==> src/rtl/frame_writer.sv <==
// Packs the aligned pixel stream into fixed-length write bursts for the frame
// buffer, ping-ponging between two frame regions.
module frame_writer #(
   parameter int H_DISP    = 16,
   parameter int V_DISP    = 12,
   parameter int BURST_LEN = 8,
   parameter int ADDR_W    = 20
) (
   input  logic                         clk,
   input  logic                         rst_n,
   input  logic [15:0]                  data_aligned,
   input  logic                         data_aligned_valid,
   input  logic                         data_aligned_vs,
   output logic                         in_ready,
   output logic                         wr_req,
   output logic [ADDR_W-1:0]            wr_addr,
   output logic [$clog2(BURST_LEN):0]   wr_len,
   input  logic                         wr_ack,
   output logic [15:0]                  wr_data,
   output logic                         wr_data_valid,
   output logic                         frame_sel,
   output logic                         frame_done,
   output logic                         overflow
);

   localparam int FRAME_PIX = H_DISP * V_DISP;
   localparam int FIFO_D    = 2 * BURST_LEN;
   localparam int PTR_W     = $clog2(FIFO_D);
   localparam int CNT_W     = PTR_W + 1;
   localparam int LEN_W     = $clog2(BURST_LEN) + 1;
   localparam int PIX_W     = $clog2(FRAME_PIX + 1);

   localparam logic [PIX_W-1:0]  FRAME_N = PIX_W'(FRAME_PIX);
   localparam logic [CNT_W-1:0]  FIFO_N  = CNT_W'(FIFO_D);
   localparam logic [CNT_W-1:0]  BURST_N = CNT_W'(BURST_LEN);
   localparam logic [LEN_W-1:0]  BURST_L = LEN_W'(BURST_LEN);
   localparam logic [ADDR_W-1:0] BASE_1  = ADDR_W'(FRAME_PIX);

   typedef enum logic [1:0] {S_IDLE, S_REQ, S_BURST, S_FLUSH} state_t;

   state_t              r_state;
   logic [15:0]         r_mem [FIFO_D];
   logic [PTR_W-1:0]    r_wr_ptr;
   logic [PTR_W-1:0]    r_rd_ptr;
   logic [CNT_W-1:0]    r_count;
   logic [PIX_W-1:0]    r_pix_cnt;
   logic [PIX_W-1:0]    r_burst_ptr;
   logic [LEN_W-1:0]    r_beats;
   logic                r_pending_vs;
   logic                r_wr_req;
   logic [ADDR_W-1:0]   r_wr_addr;
   logic [LEN_W-1:0]    r_wr_len;
   logic [15:0]         r_wr_data;
   logic                r_wr_data_valid;
   logic                r_frame_sel;
   logic                r_frame_done;
   logic                r_overflow;

   logic                w_in_ready;
   logic                w_frame_end;
   logic                w_vs_flush;
   logic                w_push;
   logic                w_pop;
   logic [CNT_W-1:0]    w_count_nxt;
   logic [ADDR_W-1:0]   w_base;

   assign w_in_ready  = (r_count != FIFO_N) && !r_pending_vs && (r_pix_cnt < FRAME_N);
   assign w_frame_end = (r_state == S_BURST) && (r_beats == '0) && (r_burst_ptr == FRAME_N);
   assign w_pop       = ((r_state == S_REQ) && wr_ack) || ((r_state == S_BURST) && (r_beats != '0));
   assign w_push      = data_aligned_valid && w_in_ready && !w_vs_flush;
   assign w_count_nxt = r_count + CNT_W'(w_push) - CNT_W'(w_pop);
   assign w_base      = r_frame_sel ? BASE_1 : '0;

   // A frame start only forces a flush when something of the old frame is in flight;
   // a frame that completes on this very cycle with nothing buffered needs none.
   always_comb begin
      w_vs_flush = 1'b0;
      if (data_aligned_vs && !r_pending_vs) begin
         case (r_state)
            S_IDLE:  w_vs_flush = (r_burst_ptr != '0) || (r_count != '0);
            S_REQ:   w_vs_flush = 1'b1;
            S_BURST: w_vs_flush = !(w_frame_end && (r_count == '0));
            default: w_vs_flush = 1'b0;
         endcase
      end
   end

   always_ff @(posedge clk) begin
      if (w_push) r_mem[r_wr_ptr] <= data_aligned;
   end

   always_ff @(posedge clk) begin
      if (!rst_n) begin
         r_state         <= S_IDLE;
         r_wr_ptr        <= '0;
         r_rd_ptr        <= '0;
         r_count         <= '0;
         r_pix_cnt       <= '0;
         r_burst_ptr     <= '0;
         r_beats         <= '0;
         r_pending_vs    <= 1'b0;
         r_wr_req        <= 1'b0;
         r_wr_addr       <= '0;
         r_wr_len        <= '0;
         r_wr_data       <= '0;
         r_wr_data_valid <= 1'b0;
         r_frame_sel     <= 1'b0;
         r_frame_done    <= 1'b0;
         r_overflow      <= 1'b0;
      end else begin
         r_frame_done    <= 1'b0;
         r_wr_data_valid <= w_pop;
         r_count         <= w_count_nxt;
         if (w_push) begin
            r_wr_ptr  <= r_wr_ptr + PTR_W'(1);
            r_pix_cnt <= r_pix_cnt + PIX_W'(1);
         end
         if (w_pop) begin
            r_rd_ptr  <= r_rd_ptr + PTR_W'(1);
            r_wr_data <= r_mem[r_rd_ptr];
         end
         if (data_aligned_valid && !w_push) r_overflow <= 1'b1;

         case (r_state)
            S_IDLE: begin
               if (w_vs_flush) begin
                  r_pending_vs <= 1'b1;
                  r_state      <= S_FLUSH;
               end else if (r_count >= BURST_N) begin
                  r_wr_req  <= 1'b1;
                  r_wr_addr <= w_base + ADDR_W'(r_burst_ptr);
                  r_wr_len  <= BURST_L;
                  r_state   <= S_REQ;
               end else if ((r_pix_cnt == FRAME_N) && (r_count != '0)) begin
                  r_wr_req  <= 1'b1;
                  r_wr_addr <= w_base + ADDR_W'(r_burst_ptr);
                  r_wr_len  <= LEN_W'(r_count);
                  r_state   <= S_REQ;
               end
            end
            S_REQ: begin
               if (w_vs_flush) r_pending_vs <= 1'b1;
               // the first word is popped on the accepting edge so it appears right after ack
               if (wr_ack) begin
                  r_wr_req    <= 1'b0;
                  r_burst_ptr <= r_burst_ptr + PIX_W'(r_wr_len);
                  r_beats     <= r_wr_len - LEN_W'(1);
                  r_state     <= S_BURST;
               end
            end
            S_BURST: begin
               if (w_vs_flush) r_pending_vs <= 1'b1;
               if (r_beats != '0) begin
                  r_beats <= r_beats - LEN_W'(1);
               end else begin
                  if (w_frame_end) begin
                     r_frame_done <= 1'b1;
                     r_frame_sel  <= ~r_frame_sel;
                     r_burst_ptr  <= '0;
                     r_pix_cnt    <= '0;
                  end
                  r_state <= (r_pending_vs || w_vs_flush) ? S_FLUSH : S_IDLE;
               end
            end
            S_FLUSH: begin
               r_wr_ptr     <= '0;
               r_rd_ptr     <= '0;
               r_count      <= '0;
               r_pix_cnt    <= '0;
               r_burst_ptr  <= '0;
               r_pending_vs <= 1'b0;
               r_state      <= S_IDLE;
            end
            default: r_state <= S_IDLE;
         endcase
      end
   end

   assign in_ready      = w_in_ready;
   assign wr_req        = r_wr_req;
   assign wr_addr       = r_wr_addr;
   assign wr_len        = r_wr_len;
   assign wr_data       = r_wr_data;
   assign wr_data_valid = r_wr_data_valid;
   assign frame_sel     = r_frame_sel;
   assign frame_done    = r_frame_done;
   assign overflow      = r_overflow;

endmodule

==> config.mk <==
export PLATFORM = sky130hd
export DESIGN_NAME = frame_writer
export DESIGN_NICKNAME = d
export VERILOG_FILES = /design/src/rtl/frame_writer.sv
export SDC_FILE = /design/constraint.sdc
export NUM_CORES = 1
export LEC_CHECK = 0
export BUFFER_PORTS_ARGS = -buffer_cell sky130_fd_sc_hd__buf_2
export CAP_MARGIN = 15
export CORE_ASPECT_RATIO = 1.5
export CORE_MARGIN = 3
export CORE_UTILIZATION = 45
export CTS_BUF_LIST = sky130_fd_sc_hd__clkbuf_2
export DETAILED_ROUTE_END_ITERATION = 10
export GPL_ROUTABILITY_DRIVEN = 0
export PLACE_DENSITY = 0.68
export SLEW_MARGIN = 0
export SYNTH_ARGS = -nofsm -noshare
export SYNTH_HDL_FRONTEND = slang
export SYNTH_SLANG_ARGS = --single-unit
==> constraint.sdc <==
create_clock -name clk -period 4.56 [get_ports clk]
set_input_delay 0.456 -clock clk [delete_from_list [all_inputs] [get_ports clk]]
set_output_delay 0.456 -clock clk [all_outputs]
set_load 0.05 [all_outputs]
==> impl_metrics.json, run 1 <==
{
  "outcome": "complete, no violations",
  "cp.arrival_ns": 4.60,
  "tightest_slew_ns": 1.11,
  "route.detailed.drc": 0,
  "postCtsSetupRepairBufs": 0,
  "slew_headroom_pct": 26.2,
  "yosysWarningCount": 0,
  "grt_pass1_vias": 7966,
  "yosysSeqAreaShare_pct": 68.8,
  "period_share_pct": 83.3,
  "ys_types": 61,
  "cp.depth": 17,
  "grt_setup_unrepaired": "false",
  "vias": 7703,
  "finalNetCount": 983,
  "path_class": "reg -> reg",
  "drive_above_1_share_pct": 28.1,
  "r2r_start": "r_count[2]$_SDFF_PP0_",
  "crit_start": "r_count[2]$_SDFF_PP0_",
  "path_delay_family": "simple AND/OR/NAND/NOR gates",
  "start_util_pct": 45.9,
  "endpoint_kind": "flop",
  "clk_pin_slew_ns": 0.14,
  "cts_resized": 0,
  "power_density_nw_per_um2": 520,
  "post_drt_wl_per_cell_um": 20.8,
  "synthCells": 806,
  "async_reset_ff_share_pct": 0,
  "row_count": 76,
  "ff2ff_setup_slack_ns": 0.76,
  "grt_antenna_before_repair": 1,
  "io_buffer_count": 55,
  "period_minus_slack_ns": 3.80,
  "ys_ff_latch": 326,
  "first_pass_iters": 4,
  "dr.first_iter.drc_count": 507,
  "peakVddDrop_uv": 264,
  "critPathMaxFanout": 15,
  "crit_chain": "inv_1, ha_1, or4b_1, nor4_1, o211ai_1, buf_4, nand2_1, inv_1, ha_1, inv_1, ha_1, fa_1, a21oi_1, nor2_1, nor2_1, xnor2_1, nor2_1",
  "cts_tree": "yes",
  "die-area_um2": 31500,
  "cellLeakagePower_uw": 0.00535,
  "track_usage_pct": 18.5,
  "final_common_cell": "edfxtp_1",
  "fin_setup_tns_ns": 0,
  "skew_ns": 0.118,
  "cts_hold_buf": 20,
  "final_cell_mix": "edfxtp_1 (256), clkbuf_2 (106), dfxtp_1 (68)",
  "holdWs_ns": 0.406,
  "area_delta_synth_final_pct": 14.1,
  "setup.worst_path.start_class": "flop",
  "drv_slew": 0,
  "routed_wirelength_um": 28800,
  "endpoint": "r_count[4]$_SDFF_PP0_",
  "slowest_stage": "or4b_1",
  "hold_violations": 0,
  "cap_violations": 0,
  "root_buffer": "clkbuf_2",
  "num_io_pins": 67,
  "grt_remaining_overflow": 0,
  "avgViaCountPerCell": 5.56,
  "r2r_cells": 17,
  "fmax_mhz": 263,
  "r2r_end": "r_count[4]$_SDFF_PP0_",
  "worst-path-buf-inv": 4,
  "grt_pass1_wl_um": 44900,
  "cts.path.max_buffers": 3,
  "clock_latency_ns": 0.90,
  "cts_made_buffers": 74,
  "die_x_um": 146,
  "synth_enable_flop_cells": 256,
  "netlist_area_um2": 13200,
  "die-height_um": 216,
  "coreArea_um2": 28800,
  "hp-class": "in -> reg",
  "ant_nets": 0,
  "synth_area_per_cell_um2": 16.4,
  "cts.sinks": 326,
  "dp_hpwl_um": 18400,
  "setup_viol": 0,
  "crit_required_ns": 5.36,
  "cpPeakStageDelay_ns": 0.52,
  "grt_max_degree": 37,
  "h-tree-depth": 3,
  "ys.flop_type": "edfxtp_1"
}
## logic make-up (layout without fill, tap and decap cells)
| kind of cell | Yosys count | in the layout | synth area share (%) |
|---|---|---|---|
| flip-flops | 326 | 326 | 68.8 |
| AND/OR/NAND/NOR | 165 | 165 | 6.39 |
| AO/OA/AOI/OAI | 123 | 123 | 6.59 |
| multiplexers | 86 | 86 | 12.6 |
| buffers and inverters | 69 | 248 | 2.40 |
| adder cells (fa/ha/maj) | 24 | 24 | 2.44 |
| XOR/XNOR | 12 | 12 | 0.795 |
| other | 1 | 12 | 0.0284 |
## worst reg2reg max path: cells and delay by family, from the launching register on
family,cells,cell delay (ns)
XOR/XNOR,1,0.12
buffers and inverters,4,0.46
adder cells (fa/ha/maj),4,1.05
flip-flops,1,0.33
AO/OA/AOI/OAI,2,0.27
AND/OR/NAND/NOR,6,1.47
## Yosys cell counts, types with 2 or more instances
cell	count	area share, %
nor2_1	26	0.74
and2_1	5	0.24
nor3_1	4	0.15
mux4_2	64	11
a21oi_1	29	1.1
o211ai_1	2	0.11
nand4_1	4	0.19
fa_1	3	0.45
a22oi_1	2	0.11
o21ai_0	15	0.57
nor4_1	6	0.28
dfxtp_1	70	11
nand2_1	60	1.7
buf_2	8	0.30
buf_4	11	0.62
ha_1	21	2.0
o21ai_1	3	0.11
o22ai_1	16	0.76
a21o_1	4	0.23
or2_2	2	0.095
a2111o_1	3	0.26
or3_1	2	0.095
a221oi_1	17	1.1
buf_1	6	0.17
nand3b_1	2	0.11
nor2b_1	7	0.33
or4_1	3	0.17
inv_1	17	0.48
nand4b_1	2	0.13
o21a_1	5	0.28
xor2_1	5	0.33
nand2b_1	6	0.28
clkbuf_1	26	0.74
edfxtp_1	256	58
nand3_1	12	0.45
a22o_1	16	1.1
and3_1	16	0.76
mux2i_1	21	1.6
xnor2_1	7	0.46
## power by group
part	leakage, uW	internal, uW	switching [uW]
registers	0.00288	3380	204
logic	0.00186	875	1130
clock network	0.000610	1140	1110
total	0.00535	5400	2440
## per-layer routing
| layer | routed length [um] | share of wire [%] | up-vias | track usage [%] |
|---|---|---|---|---|
| li1 | - | - | 3474 | - |
| met1 | 11000 | 38 | 3894 | 21.5 |
| met2 | 15300 | 53 | 261 | 32.6 |
| met3 | 1400 | 4.9 | 74 | 3.70 |
| met4 | 1120 | 3.9 | 0 | 9.22 |
| met5 | 0 | 0 | - | 0 |
## state kept, by name (all words and copies together) (netlist names), 2 cells and up
register / count
wr_addr: 9
r_burst_ptr: 8
r_beats: 4
r_count: 5
r_rd_ptr: 4
r_pix_cnt: 8
wr_data: 16
r_wr_ptr: 4
r_state: 2
wr_len: 4
r_mem: 256
## per-stage QoR
| step | cell area (um2) | setup WS, ns | power (uW) | std cells | utilization [%] |
|---|---|---|---|---|---|
| floorplan | 13300 | 1.12 | 5130 | 816 | - |
| global placement | 14000 | 0.797 | 5630 | 1232 | 48.6 |
| detailed placement | 14000 | 0.749 | 5660 | 1232 | 48.6 |
| CTS | 15100 | 0.751 | 7940 | 1385 | 52.3 |
| global route | 15100 | 0.461 | 8280 | 1386 | 52.3 |
| finish | 15100 | 0.761 | 7840 | 1386 | 52.3 |
## final cells by class
class                   count  area, um2
clock buffers             106        531
repair buffers             98        686
inverters                  17       63.8
well taps                 390        488
clock inverters            27        345
multi-input cells         421       3870
fillers                  2387      13700
flip-flops and latches    326       9090
diodes                      1       2.50
## worst min path at each step
stage | start | end | slack (ns) | cells past startpoint
after detailed placement | wr_addr[3]$_SDFFE_PN0P_ | wr_addr[3]$_SDFFE_PN0P_ | 0.44 | 2
final | data_aligned_valid | overflow$_SDFFE_PN0P_ | 0.41 | 4
after global routing | data_aligned_valid | overflow$_SDFFE_PN0P_ | 0.38 | 4
after floorplan | r_pix_cnt[5]$_SDFF_PN0_ | r_pix_cnt[5]$_SDFF_PN0_ | 0.45 | 2
after CTS | data_aligned_valid | overflow$_SDFFE_PN0P_ | 0.31 | 4
after global placement | wr_addr[1]$_SDFFE_PN0P_ | wr_addr[1]$_SDFFE_PN0P_ | 0.44 | 2
(Power assumes the default switching activity.)
==> inputs of run 2 (changes only) <==
clock period = 3.53 ns   (was 4.56 ns; I/O delays follow)
==> run 2 against run 1 <==
Hold slack got worse by 0.077 ns. Critical endpoint unchanged. Design area rose by 0.15%. Global-route usage fell by 0.21 points. Die area did not move. Largest power group unchanged. Clock power rose by 14%.
==> impl_metrics.json, run 2 (synthesis gave the netlist of run 1 again) <==
{
  "holdWs_ns": 0.329,
  "regArea_um2": 9090,
  "start_util_pct": 45.9,
  "coreArea_um2": 28800,
  "critPathMaxFanout": 3,
  "root_buffer": "clkbuf_2",
  "row_count": 76,
  "path_class": "reg -> reg",
  "num_io_pins": 67,
  "die-area_um2": 31500,
  "cts.sinks": 326,
  "hold_violations": 0,
  "period_minus_slack_ns": 3.28,
  "endpoint_kind": "flop",
  "grt_pass1_wl_um": 44400,
  "h-tree-depth": 3,
  "finalCoreUtilization_pct": 52.4,
  "grt_max_degree": 68,
  "multi_input_area_um2": 3870,
  "slew_headroom_pct": 26.0,
  "cellLeakagePower_uw": 0.00539,
  "dr.first_iter.drc_count": 454,
  "cts.path.max_buffers": 3,
  "grt_antenna_before_repair": 2,
  "avgViaCountPerCell": 5.44,
  "fin_setup_tns_ns": 0,
  "routed_wirelength_um": 28200,
  "setup.worst_path.start_class": "flop",
  "skew_ns": 0.0450,
  "largest_reg_flops": 256,
  "grt_remaining_overflow": 0,
  "cts_made_buffers": 73,
  "layout_setup_ws_ns": 0.246,
  "tightest_slew_ns": 1.10,
  "route.detailed.drc": 0,
  "finalNetCount": 1000,
  "die_x_um": 146,
  "first_pass_iters": 5,
  "final_cell_mix": "edfxtp_1 (256), clkbuf_2 (108), dfxtp_1 (68)",
  "regMostFlops": "r_mem",
  "clk_pin_slew_ns": 0.10,
  "power_density_nw_per_um2": 652,
  "outcome": "complete, no violations",
  "track_usage_pct": 18.3,
  "vias": 7606,
  "clock_latency_ns": 0.86,
  "cap_violations": 0,
  "grt_setup_unrepaired": "false",
  "drv_slew": 0,
  "ant_nets": 0,
  "fmax_mhz": 305,
  "peakVddDrop_uv": 288,
  "setup_viol": 0,
  "die-height_um": 216,
  "cp.arrival_ns": 4.03,
  "cts_tree": "yes",
  "area_delta_synth_final_pct": 14.3,
  "place_ws_ns": 0.138,
  "grt_pass1_vias": 7968,
  "crit_required_ns": 4.27,
  "period_share_pct": 93.0,
  "hp-class": "in -> reg",
  "final_common_cell": "edfxtp_1",
  "io_buffer_count": 55,
  "drive_above_1_share_pct": 29.2,
  "dp_hpwl_um": 18100,
  "post_drt_wl_per_cell_um": 20.2,
  "fill_cells": 2380
}
## run 2: cell count changes in the layout (fill, tap and decap cells not counted), sizes merged
| cell | previous run | this run |
|---|---|---|
| clkinv | 18 | 12 |
| bufinv | 9 | 5 |
| buf | 78 | 96 |
| diode | 1 | 2 |
| clkbuf | 106 | 108 |
| inv | 17 | 18 |
## run 2: cell type report
type	instances	share of cell area, %
diodes	2	0.0331
flip-flops and latches	326	60.2
inverters	17	0.423
well taps	390	3.23
clock inverters	18	1.34
multi-input cells	421	25.7
clock buffers	108	3.58
repair buffers	116	5.52
## run 2: layer usage
layer / GRT usage (%) / routed length (um)
met3: 3.55 / 1260
met4: 8.17 / 823
met5: 0 / 0
met2: 32.9 / 15300
met1: 21.1 / 10800
## run 2: metrics by stage
| step | instance area (um2) | total power (uW) | instances |
|---|---|---|---|
| floorplan | 13300 | 6630 | 816 |
| global placement | 14100 | 7320 | 1249 |
| detailed placement | 14100 | 7360 | 1249 |
| CTS | 15100 | 9940 | 1395 |
| global route | 15100 | 10500 | 1398 |
| finish | 15100 | 9850 | 1398 |
## run 2: worst paths after layout
kind                      startpoint                       to  slack, ns  cells past startpoint
max            r_count[3]$_SDFF_PP0_    r_count[4]$_SDFF_PP0_       0.25                     17
min               data_aligned_valid    overflow$_SDFFE_PN0P_       0.33                      4
max reg2reg    r_count[3]$_SDFF_PP0_    r_count[4]$_SDFF_PP0_       0.25                     17
min reg2reg  wr_addr[5]$_SDFFE_PN0P_  wr_addr[5]$_SDFFE_PN0P_       0.46                      2
## run 2: where the power goes
part	internal (uW)	switching (uW)	total (uW)
sequential	4370	234	4610
clock	1170	1390	2560
combinational	1190	1490	2680
## run 2: worst max-delay path: stages, from the launching register on
cell and delay (ns):
dfxtp_1 0.33, inv_1 0.10, ha_1 0.16, or4b_4 0.50
nor4_2 0.29, buf_4 0.17, o211ai_1 0.09, nand2_1 0.11
inv_1 0.05, ha_1 0.27, inv_1 0.04, ha_1 0.19
fa_1 0.40, a21oi_1 0.14, nor2_1 0.05, nor2_1 0.11
xnor2_1 0.13, nor2_1 0.05
## run 2: repair_timing
action	4_1_cts	5_1_grt
hold buffers	20	0
resized for setup	0	2
setup buffers	0	1
hold endpoints to repair	268	0
setup endpoints to repair	0	1
